`config.mk`:
```
export PLATFORM = sky130hd
export DESIGN_NAME = column_bank_scheduler_flat
export DESIGN_NICKNAME = d
export VERILOG_FILES = /design/src/rtl/column_pkg.sv /design/src/rtl/column_bank_scheduler_if.sv /design/src/rtl/column_word_assembler.sv /design/src/rtl/column_bank_scheduler.sv /design/src/flat_wrapper.sv
export SDC_FILE = /design/constraint.sdc
export NUM_CORES = 1
export LEC_CHECK = 0
export BUFFER_PORTS_ARGS = -buffer_cell sky130_fd_sc_hd__buf_2
export CAP_MARGIN = 40
export CELL_PAD_IN_SITES_DETAIL_PLACEMENT = 0
export CELL_PAD_IN_SITES_GLOBAL_PLACEMENT = 2
export CORE_ASPECT_RATIO = 1.1
export CORE_MARGIN = 8
export CORE_UTILIZATION = 26
export CTS_BUF_LIST = sky130_fd_sc_hd__clkbuf_2
export DETAILED_ROUTE_END_ITERATION = 8
export MAX_ROUTING_LAYER = met4
export PLACE_DENSITY_LB_ADDON = 0.1
export SLEW_MARGIN = 10
export SYNTH_ARGS = -nofsm -noshare
export SYNTH_HDL_FRONTEND = slang
export SYNTH_HIERARCHICAL = 1
export SYNTH_SLANG_ARGS = --single-unit
```
`constraint.sdc`:
```
create_clock -name clk -period 3.5 [get_ports clk]
set_clock_uncertainty 0.1 [all_clocks]
set_input_delay 0.175 -clock clk [delete_from_list [all_inputs] [get_ports clk]]
set_output_delay 0.175 -clock clk [all_outputs]
set_load 0.005 [all_outputs]
```
`src/rtl/column_pkg.sv`:
```
// Shared types, constants and helpers for the column bank scheduler.
package column_pkg;

  localparam int unsigned NUM_COLS_DEF = 640;
  localparam int unsigned COL_W        = 10;

  typedef logic [1:0]  bank_idx_t;
  typedef logic [41:0] coldata_t;
  typedef logic [15:0] sf_t;

  // Host status word bit positions
  localparam int unsigned ST_RD_LSB   = 0;
  localparam int unsigned ST_WR_LSB   = 2;
  localparam int unsigned ST_PEND_LSB = 4;
  localparam int unsigned ST_PV_BIT   = 6;
  localparam int unsigned ST_RDY_BIT  = 7;
  localparam int unsigned ST_DROP_LSB = 8;

  // The bank that is neither a nor b (a != b assumed)
  function automatic bank_idx_t third_bank(input bank_idx_t a, input bank_idx_t b);
    return 2'd3 ^ a ^ b;
  endfunction

endpackage

```
`src/rtl/column_bank_scheduler_if.sv`:
```
// Host-side and bank-side signal bundle of the column bank scheduler.
interface column_bank_scheduler_if;
  import column_pkg::*;

  logic                   host_start;
  logic                   host_wr;
  logic [15:0]            host_data;
  logic                   host_ready;
  logic                   frame_boundary;
  logic [2:0]             bank_wr_en;
  logic [COL_W-1:0]       bank_wr_col;
  coldata_t               bank_wr_coldata;
  sf_t                    bank_wr_sf;
  bank_idx_t              rd_bank;
  logic [15:0]            status;

  modport master (
    output host_start, host_wr, host_data, frame_boundary,
    input  host_ready, bank_wr_en, bank_wr_col, bank_wr_coldata, bank_wr_sf, rd_bank, status
  );

  modport slave (
    input  host_start, host_wr, host_data, frame_boundary,
    output host_ready, bank_wr_en, bank_wr_col, bank_wr_coldata, bank_wr_sf, rd_bank, status
  );

endinterface

```
`src/rtl/column_word_assembler.sv`:
```
// Collects four host words per column record and tracks the column position in the frame.
module column_word_assembler
  import column_pkg::*;
#(
  parameter int unsigned NUM_COLS = NUM_COLS_DEF
) (
  input  logic             clk,
  input  logic             reset,
  input  logic             start_i,
  input  logic             accept_i,
  input  logic [15:0]      word_i,
  output logic [COL_W-1:0] col_o,
  output coldata_t         coldata_o,
  output logic             last_word_o,
  output logic             col_done_o,
  output logic             frame_done_o
);

  logic [1:0]       stage_q, stage_d;
  logic [COL_W-1:0] col_q, col_d;
  coldata_t         data_q, data_d;
  logic             last_col;

  assign last_col     = (col_q == COL_W'(NUM_COLS - 1));
  assign last_word_o  = (stage_q == 2'd3) && last_col;
  assign col_done_o   = accept_i && (stage_q == 2'd3);
  assign frame_done_o = col_done_o && last_col;
  assign col_o        = col_q;
  assign coldata_o    = data_q;

  // Next-state: start discards the partial column, otherwise steer the word by stage
  always_comb begin
    stage_d = stage_q;
    col_d   = col_q;
    data_d  = data_q;
    if (start_i) begin
      stage_d = 2'd0;
      col_d   = '0;
    end else if (accept_i) begin
      stage_d = stage_q + 2'd1;
      unique case (stage_q)
        2'd0: data_d[9:0]   = word_i[9:0];
        2'd1: data_d[25:10] = word_i;
        2'd2: data_d[41:26] = word_i;
        2'd3: col_d         = last_col ? '0 : col_q + COL_W'(1);
      endcase
    end
  end

  // Stage, column and data registers
  always_ff @(posedge clk or posedge reset) begin
    if (reset) begin
      stage_q <= 2'd0;
      col_q   <= '0;
      data_q  <= '0;
    end else begin
      stage_q <= stage_d;
      col_q   <= col_d;
      data_q  <= data_d;
    end
  end

endmodule

```
`src/rtl/column_bank_scheduler.sv`:
```
// Triple-buffered column bank scheduler: assembles column records, steers them into the write
// bank and swaps the read bank only at frame boundaries.
// Build option: define COLUMN_BANK_STALL_EN to stall the final word of a frame instead of
// dropping a pending frame.
module column_bank_scheduler
  import column_pkg::*;
#(
  parameter int unsigned NUM_COLS = NUM_COLS_DEF,
  parameter int unsigned CNT_W    = 8
) (
  input  logic                    clk,
  input  logic                    reset,
  column_bank_scheduler_if.slave  bus
);

  logic             accept, col_done, frame_done, last_word, host_ready;
  logic [COL_W-1:0] col;
  coldata_t         coldata;

  bank_idx_t        r_q, r_d, w_q, w_d, p_q, p_d;
  logic             pv_q, pv_d;
  logic             drop_inc;
  logic [CNT_W-1:0] drop_cnt;

  logic [2:0]       en_q;
  logic [COL_W-1:0] wcol_q;
  coldata_t         wdata_q;
  sf_t              sf_q;

  assign accept = bus.host_wr && host_ready && !bus.host_start;

  column_word_assembler #(
    .NUM_COLS (NUM_COLS)
  ) u_asm (
    .clk          (clk),
    .reset        (reset),
    .start_i      (bus.host_start),
    .accept_i     (accept),
    .word_i       (bus.host_data),
    .col_o        (col),
    .coldata_o    (coldata),
    .last_word_o  (last_word),
    .col_done_o   (col_done),
    .frame_done_o (frame_done)
  );

  // Bank rotation; commit and frame boundary are both judged on pre-edge state
  always_comb begin
    r_d      = r_q;
    w_d      = w_q;
    p_d      = p_q;
    pv_d     = pv_q;
    drop_inc = 1'b0;
    if (frame_done && bus.frame_boundary) begin
      if (pv_q) begin
        r_d = p_q;
        p_d = w_q;
        w_d = r_q;
      end else begin
        r_d = w_q;
        w_d = third_bank(r_q, w_q);
      end
    end else if (frame_done) begin
      p_d  = w_q;
      pv_d = 1'b1;
      if (pv_q) begin
        w_d      = p_q;
        drop_inc = 1'b1;
      end else begin
        w_d = third_bank(r_q, w_q);
      end
    end else if (bus.frame_boundary && pv_q) begin
      r_d  = p_q;
      pv_d = 1'b0;
    end
  end

  // Bank state registers
  always_ff @(posedge clk or posedge reset) begin
    if (reset) begin
      r_q  <= 2'd0;
      w_q  <= 2'd1;
      p_q  <= 2'd2;
      pv_q <= 1'b0;
    end else begin
      r_q  <= r_d;
      w_q  <= w_d;
      p_q  <= p_d;
      pv_q <= pv_d;
    end
  end

`ifdef COLUMN_BANK_STALL_EN
  // Hold off the final word while a committed frame still waits for display
  assign host_ready = !(last_word && pv_q);
  assign drop_cnt   = '0;

  logic unused_drop_inc;
  assign unused_drop_inc = drop_inc;
`else
  assign host_ready = 1'b1;

  logic unused_last_word;
  assign unused_last_word = last_word;

  logic [CNT_W-1:0] drop_q;
  assign drop_cnt = drop_q;

  // Saturating count of pending frames overwritten before display
  always_ff @(posedge clk or posedge reset) begin
    if (reset) begin
      drop_q <= '0;
    end else if (drop_inc && (drop_q != '1)) begin
      drop_q <= drop_q + CNT_W'(1);
    end
  end
`endif

  // Bank write port, one cycle after the w3 edge; bank index is the pre-commit write bank
  always_ff @(posedge clk or posedge reset) begin
    if (reset) begin
      en_q    <= 3'b000;
      wcol_q  <= '0;
      wdata_q <= '0;
      sf_q    <= '0;
    end else begin
      en_q <= col_done ? (3'b001 << w_q) : 3'b000;
      if (col_done) begin
        wcol_q  <= col;
        wdata_q <= coldata;
        sf_q    <= bus.host_data;
      end
    end
  end

  // Output and status assembly
  always_comb begin
    bus.status                        = '0;
    bus.status[ST_RD_LSB +: 2]        = r_q;
    bus.status[ST_WR_LSB +: 2]        = w_q;
    bus.status[ST_PEND_LSB +: 2]      = p_q;
    bus.status[ST_PV_BIT]             = pv_q;
    bus.status[ST_RDY_BIT]            = host_ready;
    bus.status[ST_DROP_LSB +: 8]      = 8'(drop_cnt);
  end

  assign bus.host_ready      = host_ready;
  assign bus.bank_wr_en      = en_q;
  assign bus.bank_wr_col     = wcol_q;
  assign bus.bank_wr_coldata = wdata_q;
  assign bus.bank_wr_sf      = sf_q;
  assign bus.rd_bank         = r_q;

endmodule

```
`src/flat_wrapper.sv`:
```
// flat-port wrapper written by rule: the top's interface ports become plain ports
module column_bank_scheduler_flat import column_pkg::*;
#(
  parameter int unsigned NUM_COLS = NUM_COLS_DEF,
  parameter int unsigned CNT_W    = 8
)
  (clk, reset, bus_host_start, bus_host_wr, bus_host_data, bus_frame_boundary, bus_host_ready, bus_bank_wr_en, bus_bank_wr_col, bus_bank_wr_coldata, bus_bank_wr_sf, bus_rd_bank, bus_status);
  column_bank_scheduler_if bus_i ();
  input  logic clk;
  input  logic reset;
  input wire logic [$bits(bus_i.host_start)-1:0] bus_host_start;
  input wire logic [$bits(bus_i.host_wr)-1:0] bus_host_wr;
  input wire logic [$bits(bus_i.host_data)-1:0] bus_host_data;
  input wire logic [$bits(bus_i.frame_boundary)-1:0] bus_frame_boundary;
  output wire logic [$bits(bus_i.host_ready)-1:0] bus_host_ready;
  output wire logic [$bits(bus_i.bank_wr_en)-1:0] bus_bank_wr_en;
  output wire logic [$bits(bus_i.bank_wr_col)-1:0] bus_bank_wr_col;
  output wire logic [$bits(bus_i.bank_wr_coldata)-1:0] bus_bank_wr_coldata;
  output wire logic [$bits(bus_i.bank_wr_sf)-1:0] bus_bank_wr_sf;
  output wire logic [$bits(bus_i.rd_bank)-1:0] bus_rd_bank;
  output wire logic [$bits(bus_i.status)-1:0] bus_status;
  assign bus_i.host_start = bus_host_start;
  assign bus_i.host_wr = bus_host_wr;
  assign bus_i.host_data = bus_host_data;
  assign bus_i.frame_boundary = bus_frame_boundary;
  assign bus_host_ready = bus_i.host_ready;
  assign bus_bank_wr_en = bus_i.bank_wr_en;
  assign bus_bank_wr_col = bus_i.bank_wr_col;
  assign bus_bank_wr_coldata = bus_i.bank_wr_coldata;
  assign bus_bank_wr_sf = bus_i.bank_wr_sf;
  assign bus_rd_bank = bus_i.rd_bank;
  assign bus_status = bus_i.status;
  column_bank_scheduler #(.NUM_COLS(NUM_COLS), .CNT_W(CNT_W)) u_core (.clk(clk), .reset(reset), .bus(bus_i));
endmodule
```
==> out/qor.csv <==
stage;metric;value;unit
power_and_ir_drop;switching power of the nets;0.000826;W
grt;initial antenna violation count;1;
worst_hold_path;HP Class;in -> reg;
grt;first-pass GRT wire length;22.2;mm
power_and_ir_drop;P per Cell Area;436;nW/um^2
critical_path;Startpoint Class;flip-flop;
placed_design;number of I/O port buffers;108;
detailed_routing;DRT antenna net count;0;
cts;Clk pin slew, worst setup/hold paths;0.25;ns
detailed_routing;First DRT Iteration DRCs;164;
power_and_ir_drop;Tot Pwr;0.00311;W
cts;H-tree depth;4;
yosys;Post-Syn Instances;393;
yosys;yosys synthesis warning count;6;
floorplan;Die X-Extent;158;um
final_layout;share of cells above drive strength 1;0.517;
timing;Max Clk Rate;0.382;GHz
critical_path;CP Class;reg -> reg;
detailed_routing;first-pass iteration count of the detailed router;4;
final_layout;fill count;2257;
timing;Period minus WS final;2.62;ns
final_layout;nets@finish;558;
critical_path;R2R setup slack;0.88;ns
critical_path;required time of the critical path;4.00;ns
timing;Slew Limit Headroom;0.667;
grt;grt ovf;0;
timing;part of the cycle the worst path needs;0.748;
critical_path;CP max stage cell;dfrtp_1;
power_and_ir_drop;sequential share of power;0.587;
floorplan;die area;27300;um^2
detailed_routing;Routed WL;13.8;mm
grt;GRT Total Usage;0.109;
floorplan;Starting Density;0.264;
grt;number of global-route vias before repair;3940;
power_and_ir_drop;VDD IR max;0.000165;V
outcome;status;completed;
cts;Clock Latency Late Sink;0.69;ns
floorplan;std cell rows;57;
power_and_ir_drop;sw frac;0.266;
power_and_ir_drop;P_leak;3.71;nW
detailed_routing;DR WL/cell;16.4;um
critical_path;crit end category;flip-flop;
cts;Longest Clk Path Bufs;2;
critical_path;CP arrival;3.12;ns
timing;endpoints failing setup;0;
timing;RSZ-0062 raised after global routing;no;
floorplan;Die Height;173;um
critical_path;largest fanout on the critical path;10;
timing;Slew Limit Fails;0;
placed_design;routability cong.;0.801;
yosys;Mapped Area;5800;um^2
placed_design;placed insts;786;
power_and_ir_drop;Internal Pwr Total;0.00228;W
flow_run;max cap viols;0;
timing;Fin. Hold Viols;0;
timing;worst slew pin tran;0.498;ns
cts;Setup Buffers After CTS;0;
placed_design;Detail Placement HPWL;9.42;mm
final_layout;Non-Filler Instances;840;
timing;setup_tns;0;ns
final_layout;Reg area;3510;um^2
cts;Root Buffer Master;clkbuf_2;
final_layout;synth-to-layout area growth;22.7;%
detailed_routing;DR vias;3552;
final_layout;Multi-input gate area;2110;um^2
detailed_routing;vias per cell;4.23;
grt;largest net degree at the start of global routing;38;
critical_path;max incr delay on CP;0.46;ns
cts;CTS tree;yes;
power_and_ir_drop;Comb pwr share;0.096;
cts;CTS Sinks;140;
yosys;Avg Inst Size Synth;14.8;um^2
detailed_routing;DRC viols;0;
power_and_ir_drop;Clock power frac;0.317;
floorplan;Core Box Area;22000;um^2
cts;CTS Buf Count;17;
floorplan;I/O pins;111;
critical_path;worst-path cell chain;ha_1 -> nand2_1 -> or3b_1 -> nor2_1 -> buf_4 -> and3b_2 -> nand4_4 -> nor3_2 -> mux2_2;
cts;post-CTS sizing;0;
per-stage QoR:
step            util  worst slack (ns)  instance area [um^2]  hold slack, ns
2_1_floorplan      -              1.01                  5800           0.183
3_3_place_gp   0.302             0.917                  6630           0.124
3_5_place_dp   0.303             0.870                  6650          0.0567
4_1_cts        0.324             0.860                  7120          0.0354
5_1_grt        0.324             0.678                  7120          0.0152
6_report       0.324             0.882                  7120           0.154
area by class of cell:
cell class	count	area share
repair buffers	137	0.117
clock inverters	14	0.0230
multi-input cells	225	0.296
well taps	295	0.0519
flip-flops and latches	140	0.493
diodes	1	0.000352
inverters	10	0.00580
clock buffers	18	0.0127
worst max-delay path, delay by kind of cell (launching register included):
family / cells / cell delay (ns)
simple gates: 6 / 1.28
fa+ha+maj: 1 / 0.19
flops: 1 / 0.46
mux: 1 / 0.35
buf+inv: 1 / 0.18
routing by layer:
metal,routed length (um),global-route usage,part of all wire
met1,6240,0.132,0.45
met2,6510,0.167,0.47
met3,882,0.0389,0.064
met4,150,0.0319,0.011
met5,0,-,0
timing repair:
| action | in CTS | in global routing |
|---|---|---|
| setup endpoints to repair | 0 | 0 |
| endpoints found under the hold margin | 221 | 0 |
| hold buffers | 21 | 0 |
cell usage in the layout, fill, tap and decap left out, types with 9 or more instances in the layout:
cell type	instances
clkbuf_2	18
mux2_4	20
buf_2	108
dfrtp_1	138
nor2_1	18
nand2_1	15
mux2_2	97
xnor2_1	9
dlygate4sd3_1	21
flip-flops by register name, summed over array words and instances (netlist names), 3 cells and up:
| register | count |
|---|---|
| u_core/u_asm/coldata_o | 42 |
| u_core/bus.bank_wr_en | 3 |
| u_core/bus.bank_wr_sf | 16 |
| u_core/bus.bank_wr_col | 10 |
| u_core/bus.bank_wr_coldata | 42 |
| u_core/drop_cnt | 8 |
| u_core/u_asm/col_o | 10 |
worst paths after layout:
check,from,endpoint,cells after the start
max reg2reg,u_core/u_asm/col_o[0]$_DFFE_PP0P_,u_core/drop_cnt[7]$_DFFE_PP0P_,9
min in group asynchronous,reset,u_core/u_asm/col_o[6]$_DFFE_PP0P_,4
max,u_core/u_asm/col_o[0]$_DFFE_PP0P_,u_core/drop_cnt[7]$_DFFE_PP0P_,9
max in group asynchronous,reset,u_core/bus.bank_wr_col[8]$_DFFE_PP0P_,5
min,bus_host_data[13],u_core/u_asm/coldata_o[23]$_DFFE_PP0P_,3
min reg2reg,u_core/u_asm/coldata_o[37]$_DFFE_PP0P_,u_core/bus.bank_wr_coldata[37]$_DFFE_PP0P_,1
power groups by stage:
stage          Sequential [W]  Combinational [W]  Clock (W)
6_report              0.00182           0.000299   0.000985
5_1_grt               0.00184           0.000333    0.00112
2_1_floorplan         0.00183           0.000197          0
3_5_place_dp          0.00186           0.000289          0
4_1_cts               0.00183           0.000309    0.00106
3_3_place_gp          0.00185           0.000281          0
Note: power is estimated with default switching activity, not from simulation.
